===== src/rtl/des_iter_core.sv =====
// des_iter_core: iterative DES encrypt/decrypt engine, ROUNDS_PER_CYCLE rounds per clock, valid/ready on both sides.
module des_iter_core #(
  parameter int ROUNDS_PER_CYCLE = 1
) (
  input  logic        clk,
  input  logic        rst,
  input  logic        in_valid,
  output logic        in_ready,
  input  logic        decrypt,
  input  logic [63:0] key,
  input  logic [63:0] data_in,
  output logic        out_valid,
  input  logic        out_ready,
  output logic [63:0] data_out,
  output logic        busy
);
  localparam int NCYC = 16 / ROUNDS_PER_CYCLE;
  if (ROUNDS_PER_CYCLE != 1 && ROUNDS_PER_CYCLE != 2 && ROUNDS_PER_CYCLE != 4 &&
      ROUNDS_PER_CYCLE != 8 && ROUNDS_PER_CYCLE != 16) begin : g_bad_rpc
    $error("ROUNDS_PER_CYCLE must be 1, 2, 4, 8 or 16");
  end
  localparam int IP_T [64] = '{58,50,42,34,26,18,10,2, 60,52,44,36,28,20,12,4,
    62,54,46,38,30,22,14,6, 64,56,48,40,32,24,16,8, 57,49,41,33,25,17,9,1,
    59,51,43,35,27,19,11,3, 61,53,45,37,29,21,13,5, 63,55,47,39,31,23,15,7};
  localparam int FP_T [64] = '{40,8,48,16,56,24,64,32, 39,7,47,15,55,23,63,31,
    38,6,46,14,54,22,62,30, 37,5,45,13,53,21,61,29, 36,4,44,12,52,20,60,28,
    35,3,43,11,51,19,59,27, 34,2,42,10,50,18,58,26, 33,1,41,9,49,17,57,25};
  localparam int E_T [48] = '{32,1,2,3,4,5, 4,5,6,7,8,9, 8,9,10,11,12,13, 12,13,14,15,16,17,
    16,17,18,19,20,21, 20,21,22,23,24,25, 24,25,26,27,28,29, 28,29,30,31,32,1};
  localparam int P_T [32] = '{16,7,20,21,29,12,28,17, 1,15,23,26,5,18,31,10,
    2,8,24,14,32,27,3,9, 19,13,30,6,22,11,4,25};
  localparam int PC1_T [56] = '{57,49,41,33,25,17,9, 1,58,50,42,34,26,18,
    10,2,59,51,43,35,27, 19,11,3,60,52,44,36, 63,55,47,39,31,23,15,
    7,62,54,46,38,30,22, 14,6,61,53,45,37,29, 21,13,5,28,20,12,4};
  localparam int PC2_T [48] = '{14,17,11,24,1,5, 3,28,15,6,21,10, 23,19,12,4,26,8,
    16,7,27,20,13,2, 41,52,31,37,47,55, 30,40,51,45,33,48, 44,49,39,56,34,53, 46,42,50,36,29,32};
  localparam int SB [8][64] = '{
    '{14,4,13,1,2,15,11,8,3,10,6,12,5,9,0,7, 0,15,7,4,14,2,13,1,10,6,12,11,9,5,3,8,
      4,1,14,8,13,6,2,11,15,12,9,7,3,10,5,0, 15,12,8,2,4,9,1,7,5,11,3,14,10,0,6,13},
    '{15,1,8,14,6,11,3,4,9,7,2,13,12,0,5,10, 3,13,4,7,15,2,8,14,12,0,1,10,6,9,11,5,
      0,14,7,11,10,4,13,1,5,8,12,6,9,3,2,15, 13,8,10,1,3,15,4,2,11,6,7,12,0,5,14,9},
    '{10,0,9,14,6,3,15,5,1,13,12,7,11,4,2,8, 13,7,0,9,3,4,6,10,2,8,5,14,12,11,15,1,
      13,6,4,9,8,15,3,0,11,1,2,12,5,10,14,7, 1,10,13,0,6,9,8,7,4,15,14,3,11,5,2,12},
    '{7,13,14,3,0,6,9,10,1,2,8,5,11,12,4,15, 13,8,11,5,6,15,0,3,4,7,2,12,1,10,14,9,
      10,6,9,0,12,11,7,13,15,1,3,14,5,2,8,4, 3,15,0,6,10,1,13,8,9,4,5,11,12,7,2,14},
    '{2,12,4,1,7,10,11,6,8,5,3,15,13,0,14,9, 14,11,2,12,4,7,13,1,5,0,15,10,3,9,8,6,
      4,2,1,11,10,13,7,8,15,9,12,5,6,3,0,14, 11,8,12,7,1,14,2,13,6,15,0,9,10,4,5,3},
    '{12,1,10,15,9,2,6,8,0,13,3,4,14,7,5,11, 10,15,4,2,7,12,9,5,6,1,13,14,0,11,3,8,
      9,14,15,5,2,8,12,3,7,0,4,10,1,13,11,6, 4,3,2,12,9,5,15,10,11,14,1,7,6,0,8,13},
    '{4,11,2,14,15,0,8,13,3,12,9,7,5,10,6,1, 13,0,11,7,4,9,1,10,14,3,5,12,2,15,8,6,
      1,4,11,13,12,3,7,14,10,15,6,8,0,5,9,2, 6,11,13,8,1,4,10,7,9,5,0,15,14,2,3,12},
    '{13,2,8,4,6,15,11,1,10,9,3,14,5,0,12,7, 1,15,13,8,10,3,7,4,12,5,6,11,0,14,9,2,
      7,11,4,1,9,12,14,2,0,6,10,13,15,3,5,8, 2,1,14,7,4,10,8,13,15,12,9,0,3,5,6,11}};
  // Tables use DES numbering: table entry n selects bit (width-n) of the source vector.
  function automatic logic [63:0] ip_fn(input logic [63:0] x);
    for (int i = 0; i < 64; i++) ip_fn[63-i] = x[64-IP_T[i]];
  endfunction
  function automatic logic [63:0] fp_fn(input logic [63:0] x);
    for (int i = 0; i < 64; i++) fp_fn[63-i] = x[64-FP_T[i]];
  endfunction
  function automatic logic [55:0] pc1_fn(input logic [63:0] x);
    for (int i = 0; i < 56; i++) pc1_fn[55-i] = x[64-PC1_T[i]];
  endfunction
  function automatic logic [47:0] pc2_fn(input logic [55:0] x);
    for (int i = 0; i < 48; i++) pc2_fn[47-i] = x[56-PC2_T[i]];
  endfunction
  function automatic logic [31:0] f_fn(input logic [31:0] x, input logic [47:0] k);
    logic [47:0] e;
    logic [31:0] s;
    logic [5:0] b;
    for (int i = 0; i < 48; i++) e[47-i] = x[32-E_T[i]];
    e = e ^ k;
    for (int i = 0; i < 8; i++) begin
      b = e[47-6*i -: 6];
      s[31-4*i -: 4] = 4'(SB[i][{b[5], b[0], b[4:1]}]);
    end
    for (int i = 0; i < 32; i++) f_fn[31-i] = s[32-P_T[i]];
  endfunction
  function automatic logic [27:0] rot(input logic [27:0] x, input logic [1:0] n, input logic rt);
    return rt ? (n == 2'd2 ? {x[1:0], x[27:2]} : n == 2'd1 ? {x[0], x[27:1]} : x)
              : (n == 2'd2 ? {x[25:0], x[27:26]} : {x[26:0], x[27]});
  endfunction
  typedef enum logic [1:0] {IDLE, ROUND, DONE} state_t;
  state_t state, state_n;
  logic [31:0] l, r, l_n, r_n, t;
  logic [27:0] c, d, c_n, d_n;
  logic [3:0] cnt;
  logic [4:0] idx;
  logic [1:0] sh;
  logic mode, last;
  assign in_ready = state == IDLE;
  assign out_valid = state == DONE;
  assign busy = state != IDLE;
  assign last = cnt == 4'(NCYC - 1);
  always_comb begin
    state_n = state == IDLE ? (in_valid ? ROUND : IDLE)
            : state == ROUND ? (last ? DONE : ROUND)
            : (out_ready ? IDLE : DONE);
  end
  // Key schedule shift happens before each round; decrypt walks it backwards starting from K16.
  always_comb begin
    c_n = c;
    d_n = d;
    l_n = l;
    r_n = r;
    t = '0;
    idx = '0;
    sh = '0;
    for (int j = 0; j < ROUNDS_PER_CYCLE; j++) begin
      idx = 5'(int'(cnt) * ROUNDS_PER_CYCLE + j);
      sh = idx == 5'd0 ? (mode ? 2'd0 : 2'd1) : (idx == 5'd1 || idx == 5'd8 || idx == 5'd15) ? 2'd1 : 2'd2;
      c_n = rot(c_n, sh, mode);
      d_n = rot(d_n, sh, mode);
      t = r_n;
      r_n = l_n ^ f_fn(r_n, pc2_fn({c_n, d_n}));
      l_n = t;
    end
  end
  always_ff @(posedge clk or posedge rst) begin
    if (rst) begin
      state <= IDLE;
      {l, r, c, d} <= '0;
      cnt <= '0;
      mode <= 1'b0;
      data_out <= '0;
    end else begin
      state <= state_n;
      if (state == IDLE && in_valid) begin
        {l, r} <= ip_fn(data_in);
        {c, d} <= pc1_fn(key);
        mode <= decrypt;
        cnt <= '0;
      end else if (state == ROUND) begin
        {l, r, c, d} <= {l_n, r_n, c_n, d_n};
        cnt <= cnt + 4'd1;
        if (last) data_out <= fp_fn({r_n, l_n});
      end
    end
  end
endmodule


===== config.mk =====
export PLATFORM = sky130hd
export DESIGN_NAME = des_iter_core
export DESIGN_NICKNAME = d
export VERILOG_FILES = /design/src/rtl/des_iter_core.sv
export SDC_FILE = /design/constraint.sdc
export NUM_CORES = 1
export LEC_CHECK = 0
export ABC_AREA = 1
export ABC_CLOCK_PERIOD_IN_PS = 8500
export CORE_MARGIN = 2
export CORE_UTILIZATION = 56
export DETAILED_ROUTE_END_ITERATION = 16
export PLACE_DENSITY = 0.8
export SYNTH_ARGS = -nofsm -noshare
export SYNTH_HDL_FRONTEND = slang
export SYNTH_SLANG_ARGS = --single-unit

===== constraint.sdc =====
create_clock -name clk -period 8.5 [get_ports clk]
set_clock_uncertainty 0.2 [all_clocks]
set_input_delay 1.7 -clock clk [delete_from_list [all_inputs] [get_ports clk]]
set_output_delay 1.7 -clock clk [all_outputs]
set_load 0.05 [all_outputs]

## After elaboration in Yosys (flattened, before gate mapping)

Memories as Yosys holds them, arrays and structs flattened.
Index checks and enable logic that the tools add are counted.

| cells by class | value |
|---|---|
| $add $sub $neg | 1 |
| magnitude comparators | 8 |
| eq/ne operators | 8 |
| multiplexer cells | 42 |
| bitwise operators | 11 |
| reductions and logical operators | 9 |

Operators with widths:

| kind | count |
|---|---|
| $mux 28 | 12 |
| $mux 32 | 4 |
| $mux 4 | 18 |
| $ge 7x7->1 const B | 8 |
| $not 6->7 | 8 |
| $xor 48x48->48 | 1 |
| $xor 32x32->32 | 1 |
| $mux 2 | 6 |
| $eq 4x4->1 const B | 2 |
| $logic_not 5->1 | 1 |
| $add 4x1->4 const B | 1 |
| $eq 2x1->1 const B | 2 |
| $eq 2x2->1 const B | 2 |
| $eq 4x1->1 const B | 1 |
| $ne 4x1->1 const B | 1 |
| $reduce_bool 2->1 | 2 |
| $reduce_and 3->1 | 1 |
| $logic_not 2->1 | 1 |
| $logic_or 1x1->1 | 2 |
| $mux 1 | 2 |
| $reduce_and 2->1 | 1 |
| $logic_and 1x1->1 | 1 |
| $not 1->1 | 1 |

| storage, ports and cells | value |
|---|---|
| register bits after elaboration | 191 |
| memory bits (read-only) | 16,384 |
| bits of input ports | 133 |
| output and inout bits | 67 |
| logic and storage cells | 97 |
| memories | 8 |

Memory list:

| memory | words | width | read ports | clocked after Yosys merged registers in | write ports | line | RTL |
|---|---|---|---|---|---|---|---|
| (no name shown) | 64 | 32 | 1 | 0 | 0 | 75 | `s[31-4*i -: 4] = 4'(SB[i][{b[5], b[0], b[4:1]}]);` |
| (no name shown) | 64 | 32 | 1 | 0 | 0 | 75 |  |
| (no name shown) | 64 | 32 | 1 | 0 | 0 | 75 |  |
| (no name shown) | 64 | 32 | 1 | 0 | 0 | 75 |  |
| (no name shown) | 64 | 32 | 1 | 0 | 0 | 75 |  |
| (no name shown) | 64 | 32 | 1 | 0 | 0 | 75 |  |
| 2 more memories | n/a | n/a | n/a | n/a | n/a | n/a |  |

## Logic depth before layout (Yosys ltp)

Gate-level depths: netlist of the first run.

| logic depth | value |
|---|---|
| word-level depth | 17 |
| gate-level depth with buffers | 26 |
| mapped depth without buffers | 25 |

## Worst setup path after synthesis of the first run

OpenSTA, ideal clock, no wires.

| path | value |
|---|---|
| kind | register -> output |
| from | reg state[0] |
| to | out busy |
| arrival | 1.562 ns |
| data required time | 6.600 ns |
| slack | 5.038 ns |
| cell stages (with the launch flop) | 3 |
| path buffers | 0 |
| cell sequence | dfrtp_1 > nor2_1 > inv_1 |

| between the ends | value |
|---|---|
| cells in the longest elaborated chain, start to end | 1 |

Ends and longest elaborated chain:

| item | line | RTL |
|---|---|---|
| start: declaration | 84 | `state_t state, state_n;` |
| start signal: assignment | 127 | `state <= state_n;` |
| $reduce_bool 2->1 | 93 | `assign busy = state != IDLE;` |
| end: declaration | 15 | `output logic busy` |

Every way passes these cells.

## Final worst setup path of the first run

| path | value |
|---|---|
| from | reg cnt[0] |
| to | reg data_out[60] |

| between the ends | value |
|---|---|
| cells in the longest elaborated chain, start to end | 15 |

Ends and longest elaborated chain:

| item | line | RTL |
|---|---|---|
| start: declaration | 87 | `logic [3:0] cnt;` |
| start signal: assignment | 135 | `cnt <= cnt + 4'd1;` |
| $eq 4x1->1 / $eq 4x4->1 (equally long branches) | 111 | `sh = idx == 5'd0 ? (mode ? 2'd0 : 2'd1) : (idx == 5'd1 \|\| idx == 5'd8 \|\| idx == 5'd15) ? 2'd1 : 2'd2;` |
| $logic_or 1x1->1 (2 in a row) | 111 |  |
| $mux 2 (2 in a row) | 111 |  |
| $eq 2x1->1 | 80 | `return rt ? (n == 2'd2 ? {x[1:0], x[27:2]} : n == 2'd1 ? {x[0], x[27:1]} : x)` |
| $mux 28 (3 in a row) | 80 |  |
| $xor 48x48->48 | 72 | `e = e ^ k;` |
| $not 6->7 (implied by the code) | 75 |  |
| $mem_v2 64x32 | n/a |  |
| $mux 4 (implied by the code) (2 in a row) | 75 |  |
| $xor 32x32->32 | 115 | `r_n = l_n ^ f_fn(r_n, pc2_fn({c_n, d_n}));` |
| end signal: assignment | 136 | `if (last) data_out <= fp_fn({r_n, l_n});` |
| end: declaration | 14 | `output logic [63:0] data_out,` |

Parallel ways exist; a longest one is shown, timed or not. The select of a mux whose other input is x is not followed.
A chain may end at the register's enable or synchronous reset.

==> metrics.txt, run 1 <==
DP HPWL=47480 um; initial antenna violation count=1; max_cap viols=0; Max Freq=roughly 180 MHz; CTS Buf Count=17; FP Rows=63; Yosys cell types=37; flop-to-flop setup slack=2.81 ns; Critical Path RT=8.65 ns; drt pass-1 iters=7; largest area contributor in the netlist=dfrtp_1; die extent in x=around 180 um; CTS Hold Buffers Added=0; CTS tree=done; DRC viols=0; critical path peak fanout=84; drt via density=approximately 6.1; global-route wire length before repair=100000 um; CTS Root Cell=clkbuf_16; final setup violation count=0; Worst path max stage delay=0.89 ns; register area share after synthesis=0.2861; met3 Use GR=0.07345; post-cts resize count=0; CP cell instances=inv_1 -> ha_1 -> nand2_2 -> nand3_4 -> inv_2 -> buf_4 -> nand2_1 -> nand3_1 -> nand2_1 -> nand2_1 -> nand2_1 -> nor2_1 -> nand2_1 -> nor2_1 -> nor2_1 -> nand2_1 -> nand2_1 -> nand2_1 -> nand2_1 -> nand2_1 -> nand2_1; worst hold start=data_out[0]$_DFFE_PP0P_; RSZ-0062 raised after global routing=false; Worst setup SP type=flop; core area=roughly 0.029 mm2; status=complete, no violations; clock-pin slew on the worst setup and hold paths=0.09 ns; total gr overflow=0; via count=slightly below 20000; die area=approximately 0.031 mm2; H-Tree Depth=4; most frequent CP cell=nand2_1; Post-Route WL=~65000 um; reg2reg start=cnt[0]$_DFFE_PP0P_; Mapped Area=approximately 0.017 mm2; reg2reg path depth=21; vias in the first global route=18260; GRT Overall Usage=0.4175; syn_area_per_cell=between 6 and 7 um2; # diodes=0; share of post-route cells with drive strength above 1=0.04620; hold slack final=~0.28 ns; initial drt markers=2427; crit share post-route=0.6696; critical path arrival=5.84 ns; fin nets=2977; main area contributors after synthesis=dfrtp_1 (29%), nand2_1 (24%), nand3_1 (17%), inv_1 (5.9%), ha_1 (4.9%); CP endpoint kind=flop; Worst Hold Class=flop to flop; fin. max-slew vios=0; post-route minimum period=5.691 ns; most common cell after layout, fill and taps aside=nand2_1; clk buf depth=2; Cells after Synth=2677; met2 Use GR=0.6489; Synth Net Count=about 2900; Synth top area share=0.2861; Util after Layout=0.6506; met1 usage=0.5222; largest net degree at the start of global routing=120; Placer Congestion=approximately 0.97; PortBufs=191; starting density of the core=0.5666; GRT busiest layer=met2; Final TNS setup=0 ns; Synth-to-Final Area Change=14.83%; crit path kind=flop to flop; Sink Count=around 190; final hold vios=0; hold path endpoint=data_out[0]$_DFFE_PP0P_; antenna-violating nets left=0; Die Span Y=about 180 um; Setup Buffers After CTS=0; most frequent cells in the layout=nand2_1 (1066), nand3_1 (555), inv_1 (259); RR Endpoint=data_out[60]$_DFFE_PP0P_; Clock Latency Late Sink=~0.47 ns; Slew @ Worst Pin=about 1.0 ns; Relative slew margins=0.3289; wire per inst=20.48 um; Slowest-stage cell, CP=nand3_4; Hold Crit Depth=2; flops & latches, synth=roughly 190; io pins=200; synth warn=0
==> logic make-up after synthesis <==
group | after synthesis | synth area share
AO/OA/AOI/OAI | 263 | 0.1033
flip-flops | 191 | 0.2861
XOR/XNOR | 9 | 0.006966
adder cells (fa/ha/maj) | 65 | 0.04869
AND/OR/NAND/NOR | 1757 | 0.4547
buffers and inverters | 392 | 0.1002
==> stage by stage <==
| stage | setup slack, ns | cell area, um2 | cells |
|---|---|---|---|
| 3_5_place_dp | 2.806 | 18560 | 3150 |
| 2_1_floorplan | 1.401 | 16700 | 2677 |
| 4_1_cts | 3.114 | 19180 | 3182 |
| 6_report | 2.809 | 19180 | 3182 |
| 5_1_grt | 2.530 | 19180 | 3182 |
| 3_3_place_gp | 2.856 | 18560 | 3150 |
==> worst max-delay path: cells and delay by family, from the launching register on <==
kind	cells	cell delay (ns)
buf+inv	3	1.26
simple gates	17	3.39
fa+ha+maj	1	0.25
flops	1	0.44
==> cell type report <==
type	count	area, um2
fillers	2810	10300
multi-input cells	2094	10260
flip-flops and latches	191	4781
repair buffers	203	2002
inverters	272	1031
well taps	390	488.0
clock buffers	17	425.4
clock inverters	15	191.4
==> cells in the mapped netlist (all sizes together) <==
cell,number
a221oi,1
a22oi,3
nand3,561
or2,3
a311o,1
a21oi,9
nand4,41
clkinv,2
o221ai,43
nand3b,5
nand2,1111
o211ai,70
xor2,9
o21bai,1
dfrtp,191
o21ai,134
nor2,35
inv,270
nor3,1
buf,66
ha,65
a31oi,1
clkbuf,54
==> sequential cells by signal, indices dropped and copies added (netlist names) <==
register	flops
l_n	32
cnt	4
data_out	64
mode	1
state	2
d	28
l	32
c	28
==> worst max path at each step <==
stage,depth (start not counted),slack [ns],to,start
6_report,21,2.81,data_out[60]$_DFFE_PP0P_,cnt[0]$_DFFE_PP0P_
5_1_grt,20,2.53,l_n[26]$_DFFE_PP0P_,cnt[0]$_DFFE_PP0P_
4_1_cts,21,3.11,l_n[21]$_DFFE_PP0P_,cnt[0]$_DFFE_PP0P_
3_5_place_dp,9,2.81,l_n[21]$_DFFE_PP0P_,in_valid
3_3_place_gp,9,2.86,l_n[21]$_DFFE_PP0P_,in_valid
2_1_floorplan,1,1.40,c[0]$_DFFE_PP0P_,rst
==> routing by layer <==
| metal | vias to the layer above | part of all wire |
|---|---|---|
| met5 | - | 0 |
| met4 | 0 | 0.083 |
| met3 | 277 | 0.095 |
| met2 | 1149 | 0.44 |
| met1 | 9023 | 0.38 |
| li1 | 9018 | - |
Power of run 1 is not shown: default switching activity piles up to over one toggle a cycle in this logic, so the estimate is an artifact.
==> run 2, diff against run 1 <==
ABC_CLOCK_PERIOD_IN_PS = 5500   (was 8500)
clock period = 5.5 ns   (was 8.5 ns; I/O delays follow)
==> run 2 against run 1 <==
Compared with the run above: die area unchanged; cell count up 0.31%; non-clock buffer count up 9; maximum frequency up 26%; sequential cell count unchanged; register-to-register slack worse by 1.8 ns; sequential share of layout area down 0.21 points; count of clock-buffer cells in the layout unchanged; critical path depth down 2; hold slack better by 0.0015 ns; via count up 1.1%; critical endpoint is now l_n[10]$_DFFE_PP0P_; largest cell class unchanged.
==> metrics.txt, run 2 (synthesized netlist as in run 1, its figures left out) <==
status=complete, no violations; final setup violation count=0; initial antenna violation count=0; clk buf depth=2; max_cap viols=0; Setup Buffers After CTS=0; clock-pin slew on the worst setup and hold paths=around 0.080 ns; crit share post-route=0.8222; Placer Congestion=between 0.9 and 1; most common cell after layout, fill and taps aside=nand2_1; dpl cell area=between 0.015 and 0.02 mm2; number of flip-flops in the largest register=64; drt pass-1 iters=7; post-route minimum period=about 4.5 ns; most frequent cells in the layout=nand2_1 (1066), nand3_1 (555), inv_1 (259); cell count along the critical path=19; vias in the first global route=between 15000 and 20000; reg2reg start=cnt[0]$_DFFE_PP0P_; met3 Use GR=0.07710; CP endpoint kind=flop; Final Non-Filler Cells=between 3000 and 4000; FP Rows=63; Placed Instances=between 3000 and 4000; DRC viols=0; GRT Overall Usage=0.4272; reg2reg path depth=19; Crit. Startpoint=cnt[0]$_DFFE_PP0P_; critical path peak fanout=83; CP top delay family=simple AND/OR/NAND/NOR gates; pre-CTS setup slack=1.224 ns; flop-to-flop setup slack=0.98 ns; Worst setup SP type=flop; H-Tree Depth=4; Critical Path RT=5.65 ns; final hold vios=0; post-layout instance area=0.01934 mm2; antenna-violating nets left=0; via count=approximately 20000; met2 Use GR=0.6558; Final TNS setup=0 ns; CTS Root Cell=clkbuf_16; Worst Path Buf+Inv=1; largest net degree at the start of global routing=87; die extent in x=176.7 um; critical path arrival=4.68 ns; fin nets=2986; CP cell instances=ha_1 -> nand3_4 -> nand3_4 -> buf_12 -> nand2_2 -> nand2_1 -> nand2_1 -> nand2_1 -> nand2_1 -> nand2_2 -> nand2_2 -> nand2_1 -> nand3_1 -> nand2_1 -> nand2_1 -> nand3_1 -> nand3_1 -> nand3_1 -> nand2_1; post-cts resize count=0; RR Endpoint=l_n[10]$_DFFE_PP0P_; crit path to=l_n[10]$_DFFE_PP0P_; register area=roughly 0.0048 mm2; GRT busiest layer=met2; RSZ-0062 raised after global routing=false; Relative slew margins=0.2206; Sink Count=~190; Synth-to-Final Area Change=15.79%; PortBufs=between 150 and 200; starting density of the core=0.5666; fin. max-slew vios=0; fin worst setup slack=between 0.9 and 1 ns; Worst path max stage delay=0.47 ns; core area=0.02948 mm2; Die Span Y=176.7 um; Slowest-stage cell, CP=nand3_4; Post-Route WL=approximately 67000 um; drt via density=between 6 and 7; share of post-route cells with drive strength above 1=0.04927; Max Freq=221.1 MHz; io pins=200; Clock Latency Late Sink=between 0.4 and 0.5 ns; Slew @ Worst Pin=about 1.2 ns; Largest Register=data_out; met1 usage=0.5255; DP HPWL=~50000 um; Worst Hold Class=flop to flop; most frequent CP cell=nand2_1; global-route wire length before repair=102700 um; total gr overflow=0; wire per inst=~21 um; CTS Hold Buffers Added=0; crit path kind=flop to flop; initial drt markers=~2800; CTS Buf Count=17; die area=0.03122 mm2; CTS tree=done; area occupied by multi-input gates=0.01026 mm2; Fill cells=around 2700
-- run 2: changes by cell type in the layout (fill, tap and decap cells not counted), sizes merged --
cell	delta
diode	+1
buf	+9
bufinv	+1
inv	-1
-- run 2: routing by layer --
layer | part of all wire | wire length, um
met1 | 0.37 | 24720
met2 | 0.44 | 29210
met3 | 0.099 | 6625
met4 | 0.091 | 6086
met5 | 0 | 0
-- run 2: cell type report --
| class | count | share of cell area |
|---|---|---|
| multi-input combinational | 2094 | 0.5306 |
| sequential | 191 | 0.2472 |
| timing repair buffer | 212 | 0.1096 |
| inverter | 272 | 0.05311 |
| tap | 390 | 0.02523 |
| clock buffer | 17 | 0.02200 |
| clock inverter | 15 | 0.01216 |
| antenna | 1 | 0.0001294 |
-- run 2: through the flow --
step	hold slack, ns	utilization
2_1_floorplan	0.2746	-
3_3_place_gp	0.2627	0.6336
3_5_place_dp	0.2668	0.6336
4_1_cts	0.2888	0.6560
5_1_grt	0.3062	0.6560
6_report	0.2861	0.6561
-- run 2: worst min-delay path by stage --
stage          cells after the start                startpoint                       end
6_report                           2  data_out[42]$_DFFE_PP0P_  data_out[42]$_DFFE_PP0P_
5_1_grt                            2  data_out[52]$_DFFE_PP0P_  data_out[52]$_DFFE_PP0P_
4_1_cts                            2  data_out[10]$_DFFE_PP0P_  data_out[10]$_DFFE_PP0P_
3_5_place_dp                       2  data_out[10]$_DFFE_PP0P_  data_out[10]$_DFFE_PP0P_
3_3_place_gp                       2  data_out[10]$_DFFE_PP0P_  data_out[10]$_DFFE_PP0P_
2_1_floorplan                      2         c[10]$_DFFE_PP0P_         c[10]$_DFFE_PP0P_
-- run 2: tightest hold or removal path: stages, from the launching register on --
cell and delay [ns]:
dfrtp_1 0.35, nand2_1 0.05, nand2_1 0.05
Power of run 2 is left out for the same reason.
